`config.mk`:
```
export PLATFORM = sky130hd
export DESIGN_NAME = pb_press_decoder
export DESIGN_NICKNAME = d
export VERILOG_FILES = /design/src/rtl/pb_press_decoder.sv
export SDC_FILE = /design/constraint.sdc
export NUM_CORES = 1
export LEC_CHECK = 0
export ABC_CLOCK_PERIOD_IN_PS = 3500
export CAP_MARGIN = 20
export CORE_ASPECT_RATIO = 1.2
export CORE_MARGIN = 2
export CORE_UTILIZATION = 50
export DETAILED_ROUTE_END_ITERATION = 8
export PLACE_DENSITY = 0.79
export SYNTH_ARGS = -nofsm -noshare
export SYNTH_HDL_FRONTEND = slang
export SYNTH_SLANG_ARGS = --single-unit
```
`constraint.sdc`:
```
create_clock -name CLK -period 3.5 [get_ports CLK]
set_input_delay 0.525 -clock CLK [delete_from_list [all_inputs] [get_ports CLK]]
set_output_delay 0.525 -clock CLK [all_outputs]
set_load 0.03 [all_outputs]
```
`src/rtl/pb_press_decoder.sv`:
```
`default_nettype none
// ============================================================================
// Module      : pb_press_decoder
// Description : Push-button front end. Synchronises and debounces an
//               active-low button pin, then classifies each press as short
//               or long. All outputs are registered.
// Ports       : CLK           - rising-edge clock
//               RESET         - asynchronous active-high reset
//               PB_SW         - raw button pin, active-low, asynchronous
//               PB_LEVEL      - debounced button state (1 = pressed)
//               PRESS_PULSE   - 1-clock strobe on debounced press
//               RELEASE_PULSE - 1-clock strobe on debounced release
//               SHORT_PULSE   - 1-clock strobe when a short press is released
//               LONG_PULSE    - 1-clock strobe when a press becomes long
//               HOLD          - high while a long press is still held
//               PRESS_COUNT   - modulo-256 count of debounced presses
// Revision    : 1.0 - initial release
// ============================================================================
module pb_press_decoder #(
    parameter int DEB_CYCLES  = 500000,
    parameter int LONG_CYCLES = 50000000
) (
    input  logic       CLK,
    input  logic       RESET,
    input  logic       PB_SW,
    output logic       PB_LEVEL,
    output logic       PRESS_PULSE,
    output logic       RELEASE_PULSE,
    output logic       SHORT_PULSE,
    output logic       LONG_PULSE,
    output logic       HOLD,
    output logic [7:0] PRESS_COUNT
);

    localparam logic [23:0] c_DEB_LAST = 24'(DEB_CYCLES - 1);
    // The hold counter is compared one step early so that LONG_PULSE lands on
    // the same edge at which the counter itself becomes LONG_CYCLES-1.
    localparam logic [27:0] c_HOLD_PRE = 28'(LONG_CYCLES - 2);

    typedef enum logic [1:0] {
        ST_IDLE      = 2'd0,
        ST_PRESSED   = 2'd1,
        ST_LONG_HELD = 2'd2
    } state_t;

    logic        sync1_q;
    logic        sync2_q;
    logic [23:0] deb_cnt_q;
    logic [23:0] deb_cnt_d;
    logic        level_q;
    logic        level_d;
    logic        w_sync_pb;
    logic        w_differ;
    logic        w_accept;
    logic        w_press_acc;
    logic        w_release_acc;

    state_t      state_q;
    logic [27:0] hold_cnt_q;
    logic        press_q;
    logic        release_q;
    logic        short_q;
    logic        long_q;
    logic        hold_q;
    logic [7:0]  count_q;

    // Two-flop synchroniser; resets to the released (high) pin level.
    always_ff @(posedge CLK or posedge RESET) begin
        if (RESET) begin
            sync1_q <= 1'b1;
            sync2_q <= 1'b1;
        end else begin
            sync1_q <= PB_SW;
            sync2_q <= sync1_q;
        end
    end

    assign w_sync_pb = ~sync2_q;

    // Debounce: the counter only advances while the synchronised sample
    // disagrees with the accepted level, so any agreement restarts the wait.
    always_comb begin
        w_differ      = w_sync_pb ^ level_q;
        w_accept      = w_differ && (deb_cnt_q == c_DEB_LAST);
        deb_cnt_d     = (!w_differ || w_accept) ? 24'd0 : deb_cnt_q + 24'd1;
        level_d       = level_q ^ w_accept;
        w_press_acc   = w_accept && !level_q;
        w_release_acc = w_accept && level_q;
    end

    always_ff @(posedge CLK or posedge RESET) begin
        if (RESET) begin
            deb_cnt_q <= 24'd0;
            level_q   <= 1'b0;
        end else begin
            deb_cnt_q <= deb_cnt_d;
            level_q   <= level_d;
        end
    end

    // Press classifier. A release checked ahead of the long threshold means
    // release wins when both happen on the same clock.
    always_ff @(posedge CLK or posedge RESET) begin
        if (RESET) begin
            state_q    <= ST_IDLE;
            hold_cnt_q <= 28'd0;
            press_q    <= 1'b0;
            release_q  <= 1'b0;
            short_q    <= 1'b0;
            long_q     <= 1'b0;
            hold_q     <= 1'b0;
            count_q    <= 8'd0;
        end else begin
            press_q   <= 1'b0;
            release_q <= 1'b0;
            short_q   <= 1'b0;
            long_q    <= 1'b0;
            case (state_q)
                ST_IDLE: begin
                    if (w_press_acc) begin
                        state_q    <= ST_PRESSED;
                        press_q    <= 1'b1;
                        hold_cnt_q <= 28'd0;
                        count_q    <= count_q + 8'd1;
                    end
                end
                ST_PRESSED: begin
                    if (w_release_acc) begin
                        state_q   <= ST_IDLE;
                        release_q <= 1'b1;
                        short_q   <= 1'b1;
                    end else if (hold_cnt_q == c_HOLD_PRE) begin
                        state_q    <= ST_LONG_HELD;
                        long_q     <= 1'b1;
                        hold_q     <= 1'b1;
                        hold_cnt_q <= hold_cnt_q + 28'd1;
                    end else begin
                        hold_cnt_q <= hold_cnt_q + 28'd1;
                    end
                end
                ST_LONG_HELD: begin
                    if (w_release_acc) begin
                        state_q   <= ST_IDLE;
                        release_q <= 1'b1;
                        hold_q    <= 1'b0;
                    end
                end
                default: begin
                    state_q <= ST_IDLE;
                    hold_q  <= 1'b0;
                end
            endcase
        end
    end

    assign PB_LEVEL      = level_q;
    assign PRESS_PULSE   = press_q;
    assign RELEASE_PULSE = release_q;
    assign SHORT_PULSE   = short_q;
    assign LONG_PULSE    = long_q;
    assign HOLD          = hold_q;
    assign PRESS_COUNT   = count_q;

endmodule
`default_nettype wire

```
Word level (Yosys, flattened, before mapping)
Index checks and enable logic that the tools add are counted.

word-level totals
  bits of input ports = 3
  output and inout bits = 14
  word-level logic and storage cells = 62
  register bits = 70

cells by class
  mux-type cells = 21
  equal/unequal tests = 9
  $add $sub $neg = 3
  reduce and logical (&&, ||, !) cells = 13
  bitwise logic cells = 4

operators by type and width
  cell                                                                      count
  28-bit 2-to-1 mux                                                         2
  28-bit one-hot mux with 2 select lines                                    1
  28-bit by 1-bit adder with 28-bit output (second input constant)          1
  28-bit by 26-bit equality test with 1-bit output (second input constant)  1
  24-bit by 1-bit adder with 24-bit output (second input constant)          1
  24-bit by 19-bit equality test with 1-bit output (second input constant)  1
  24-bit 2-to-1 mux                                                         1
  1-bit 2-to-1 mux                                                          11
  8-bit by 1-bit adder with 8-bit output (second input constant)            1
  2-bit 2-to-1 mux                                                          4
  2-bit != test (second input constant)                                     4
  2-bit one-hot mux with 3 select lines                                     1
  3-bit AND reduction                                                       2
  4-bit AND reduction                                                       1
  1-bit logical AND                                                         3
  3-bit != test (second input constant)                                     1
  1-bit one-hot mux with 3 select lines                                     1
  2-bit by 1-bit equality test with 1-bit output (second input constant)    1
  2-bit equality test (second input constant)                               1
  1-bit logical NOT                                                         2
  2-bit logical NOT                                                         1
  1-bit inverter                                                            2
  2-bit AND reduction                                                       1
  2-bit nonzero test                                                        1
  other kinds (3)                                                           4

Logic depth before layout (Yosys ltp)
  depth in word-level cells = 6
  depth in mapped cells = 14
  mapped depth without buffers = 12

Worst setup path before layout
No wires, ideal clock.

  path type = reg-to-reg
  start point = register deb_cnt_q[6]
  end point = register hold_cnt_q[12]
  data arrival time = 2.777 ns
  required time = 3.422 ns
  clock period less this slack = 2.854 ns
  buffers on the path = 1
  setup slack = 0.646 ns
  stages on the path, launching flop included = 11
  library setup time = 0.078 ns
  path through = dfrtp_1 > or4b_1 > nor4_1 > nand4b_1 > nor2_1 > ha_1 > mux2i_1 > or4_4 > buf_6 > or3_1 > a21oi_1

on the way
  word-level cells in the longest chain between the ends = 5
  elaborated cells on any way between the ends = 7
  those cells by class = 3 x eq/ne; 4 x reduce/logical

ends and longest elaborated chain
  element                                             line    RTL
  from (decl)                                         48      logic [23:0] deb_cnt_q;
  from (signal assigned)                              96      deb_cnt_q <= deb_cnt_d;
  24-bit by 19-bit equality test with 1-bit output *  84      w_accept = w_differ && (deb_cnt_q == c_DEB_LAST);
  1-bit logical AND *                                 84
  1-bit logical AND, on equally long branches         88, 87
  2-bit != test (no source line)                      -
  3-bit AND reduction (no source line) *              -
  to (signal assigned)                                136     hold_cnt_q <= hold_cnt_q + 28'd1;
  to (signal assigned)                                138     hold_cnt_q <= hold_cnt_q + 28'd1;
  to (decl)                                           59      logic [27:0] hold_cnt_q;

Mark *: on every way between the ends. The rest lies on a longest branch, timed or not.
A chain may end at the register's enable or synchronous reset.

Worst setup path after layout
Ends and elaborated chain as after synthesis.

==> metrics.log <==
[metrics] outcome: completed
[metrics] Final Setup Violations: 0
[metrics] overflow left after global routing: 0
[metrics] largest net degree at the start of global routing: 71
[metrics] Non-Filler Cell Area, Final: 3970 sq um
[metrics] part of the total power dissipated in the clock network: 44.5%
[metrics] top fanout value on the critical path: 6
[metrics] worst r2r path cells: 9
[metrics] endpoint kind of the worst setup timing path: register
[metrics] number of different library cells in the post-synthesis netlist: 43
[metrics] GRT Resource Usage Total: 18.7%
[metrics] port buffer count: 16
[metrics] proportion of power drawn by flip-flops and latches: 53.5%
[metrics] switching part of the total power: 20.8%
[metrics] initial core utilization: 51.6%
[metrics] cell area after placement: 3770 sq um
[metrics] Antenna diodes: 0
[metrics] Clock Sink Count: 70
[metrics] share of flip-flops with an asynchronous set or reset after synthesis: 100%
[metrics] clock tree from TritonCTS: done
[metrics] Die Area: 7770 sq um
[metrics] cell internal pwr: 0.00121 W
[metrics] number of placement rows: 33
[metrics] register bit total from synthesis: 70
[metrics] placed wire-length estimate: 4340 um
[metrics] final setup TNS: 0 ps
[metrics] number of CTS-inserted buffers: 9
[metrics] Syn Nets: 366
[metrics] worst hold path type: reg2reg
[metrics] layout cell share with drive strength beyond 1: 7.41%
[metrics] first-pass GRT wire length: 11000 um
[metrics] Post-Route Hold Slack: 357 ps
[metrics] number of setup buffers added after CTS: 0
[metrics] critical path startpoint category: register
[metrics] R2R setup slack: 450 ps
[metrics] cell with the most instances after synthesis: sky130_fd_sc_hd__dfrtp_1
[metrics] number of H-tree branching levels: 3
[metrics] Power Dens Cells: 384 nW/um^2
[metrics] wire length reported by the detailed router: 6490 um
[metrics] Leakage: 1.75 nW
[metrics] Hold Buf Count CTS: 0
[metrics] clock latency on the worst-skew pair: 350 ps
[metrics] area fraction of the dominant cell type after synthesis: 48.1%
[metrics] dominant synthesized flop cell: sky130_fd_sc_hd__dfrtp_1
[metrics] worst relative slew slack: 44.1%
[metrics] count of endpoints failing hold in the final timing report: 0
[metrics] antenna viol nets, final: 0
[metrics] Switch Pwr: 0.000317 W
[metrics] largest voltage drop on the vdd net: 0.000253 V
[metrics] initial antenna violation count: 0
[metrics] worst reg2reg path startpoint: deb_cnt_q[6]$_DFF_PP0_
[metrics] portion of the post-synthesis area used by sequential elements: 49.6%
[metrics] synthesized area per cell: 10.0 sq um
[metrics] die extent in y: 96.2 um
[metrics] via count normalized by instance count: 5.51
[metrics] number of global-route vias before repair: 2444
[metrics] Synth Warn #: 0
[metrics] cell types with the highest counts after synthesis: sky130_fd_sc_hd__dfrtp_1, sky130_fd_sc_hd__nor2_1, sky130_fd_sc_hd__xor2_1
[metrics] I/O pin total: 17
[metrics] clk slew on worst S/H paths: 70 ps
[metrics] combinational share of power: 2.0%
[metrics] worst flop-to-flop path endpoint: hold_cnt_q[12]$_DFFE_PP0P_
[metrics] detailed router's first-iteration violation count: 136
[metrics] Root Buffer: sky130_fd_sc_hd__clkbuf_8
[metrics] Worst Setup Path Type: reg2reg
[metrics] Worst EP required: 3780 ps
[metrics] number of instances in the synthesized netlist: 354
[metrics] Cell Area, Synth: 3540 sq um
[metrics] endpoint arrival time on the critical path: 3330 ps
[metrics] max-cap check violation count: 0
[metrics] unrepaired setup endpoints after global routing: no
[metrics] peak clock frequency supported by timing: 0.327 GHz
[metrics] critical path endpoint: hold_cnt_q[12]$_DFFE_PP0P_
[metrics] number of slew-limit violations in the final report: 0
[metrics] worst-case clock buffer depth: 2
[metrics] post-route minimum period: 3050 ps
[metrics] Final period util: 87.3%
[metrics] Resized cells post-CTS: 0
[metrics] area of the core: 6850 sq um
[metrics] area overhead of the layout relative to synthesis: 12.3%
[metrics] Worst Max-Slew Pin Slew: 838 ps
[metrics] number of synthesized flops with an enable pin: 0
[metrics] cell type contributing the most total cell area after synthesis: sky130_fd_sc_hd__dfrtp_1
[metrics] total vias in the final route: 2560
[metrics] launch point of the critical path: deb_cnt_q[6]$_DFF_PP0_
[metrics] number of remaining DRC errors: 0
[metrics] GPL Wtd Cong: 0.761
[metrics] net count of the finished layout: 385
[metrics] dominant cells by area after synthesis: sky130_fd_sc_hd__dfrtp_1, sky130_fd_sc_hd__xor2_1, sky130_fd_sc_hd__nor2_1
[metrics] floorplan die width: 80.8 um
[metrics] average wire length per cell after detail routing: 14.0 um
[metrics] worst-case clock skew: 11.8 ps
[metrics] first-pass detailed-route iteration total: 4
[layer usage]
| layer | global-route usage, % | up-vias | share of wire (%) |
|---|---|---|---|
| met1 | 22.3 | 1270 | 44 |
| met3 | 3.94 | 13 | 2.5 |
| met2 | 30.9 | 31 | 51 |
| met5 | 0 | - | 0 |
| met4 | 11.2 | 0 | 2.7 |
| li1 | - | 1246 | - |
[layout by cell type, fill, tap and decap left out, types with 7 or more instances in the layout]
cell type / count
sky130_fd_sc_hd__nand3_1: 18
sky130_fd_sc_hd__nor4_1: 7
sky130_fd_sc_hd__ha_1: 9
sky130_fd_sc_hd__inv_1: 11
sky130_fd_sc_hd__xnor2_1: 18
sky130_fd_sc_hd__nand2_1: 25
sky130_fd_sc_hd__clkdlybuf4s50_1: 16
sky130_fd_sc_hd__dfrtp_1: 68
sky130_fd_sc_hd__nor2_1: 63
sky130_fd_sc_hd__nand4_1: 22
sky130_fd_sc_hd__clkbuf_8: 12
sky130_fd_sc_hd__xor2_1: 36
[stage by stage]
stage	total power, W	setup WS, ps	cells	utilization [%]
global route	0.00158	271	465	58.0
CTS	0.00154	449	465	58.0
detailed placement	0.000864	463	449	55.0
global placement	0.000863	596	449	55.0
floorplan	0.000853	646	354	-
finish	0.00153	445	465	58.0
[worst max-delay path, cell delays in order, from the launching register on]
cell and delay [ps]:
sky130_fd_sc_hd__dfrtp_1 430, sky130_fd_sc_hd__or4b_1 560, sky130_fd_sc_hd__nor4_1 240, sky130_fd_sc_hd__nand4b_1 150, sky130_fd_sc_hd__nor2_1 160, sky130_fd_sc_hd__ha_1 260, sky130_fd_sc_hd__mux2i_1 180, sky130_fd_sc_hd__or4_4 510
sky130_fd_sc_hd__or3_1 370, sky130_fd_sc_hd__a21oi_1 150
[final cells by class]
class	instances	area (sq um)
clock inverter	1	30.0
fill	596	2880
clock buffer	15	176
inverter	12	45.0
multi-input combinational	261	1660
tap	87	109
timing repair buffer	19	195
sequential	70	1750
[registers in the layout (all words and copies together), names as in the netlist, 2 cells and up]
| register | cells |
|---|---|
| PRESS_COUNT | 8 |
| deb_cnt_q | 24 |
| state_q | 2 |
| hold_cnt_q | 28 |
[how the worst min path moves through the flow]
stage | slack (ps) | end | from | cells after the start
floorplan | 350 | sync2_q$_DFF_PP1_ | sync1_q$_DFF_PP1_ | 0
global placement | 350 | sync2_q$_DFF_PP1_ | sync1_q$_DFF_PP1_ | 0
detailed placement | 350 | sync2_q$_DFF_PP1_ | sync1_q$_DFF_PP1_ | 0
CTS | 360 | sync2_q$_DFF_PP1_ | sync1_q$_DFF_PP1_ | 0
global route | 360 | sync2_q$_DFF_PP1_ | sync1_q$_DFF_PP1_ | 0
finish | 360 | sync2_q$_DFF_PP1_ | sync1_q$_DFF_PP1_ | 0
[cell families after synthesis]
family | count (synthesis) | synth area share [%]
AND/OR/NAND/NOR | 182 | 27.3
buffers and inverters | 23 | 3.43
flip-flops | 70 | 49.6
adder cells (fa/ha/maj) | 9 | 3.18
multiplexers | 2 | 0.566
AO/OA/AOI/OAI | 14 | 2.58
XOR/XNOR | 54 | 13.4
[power groups by stage]
stage                     sequential (W)  clock, W  combinational (W)
after CTS                       0.000817  0.000691          0.0000317
after detailed placement        0.000832         0          0.0000316
after global routing            0.000817  0.000728          0.0000360
after global placement          0.000832         0          0.0000312
after floorplan                 0.000832         0          0.0000208
final                           0.000817  0.000680          0.0000300
Power figures use the tool's default switching activity.
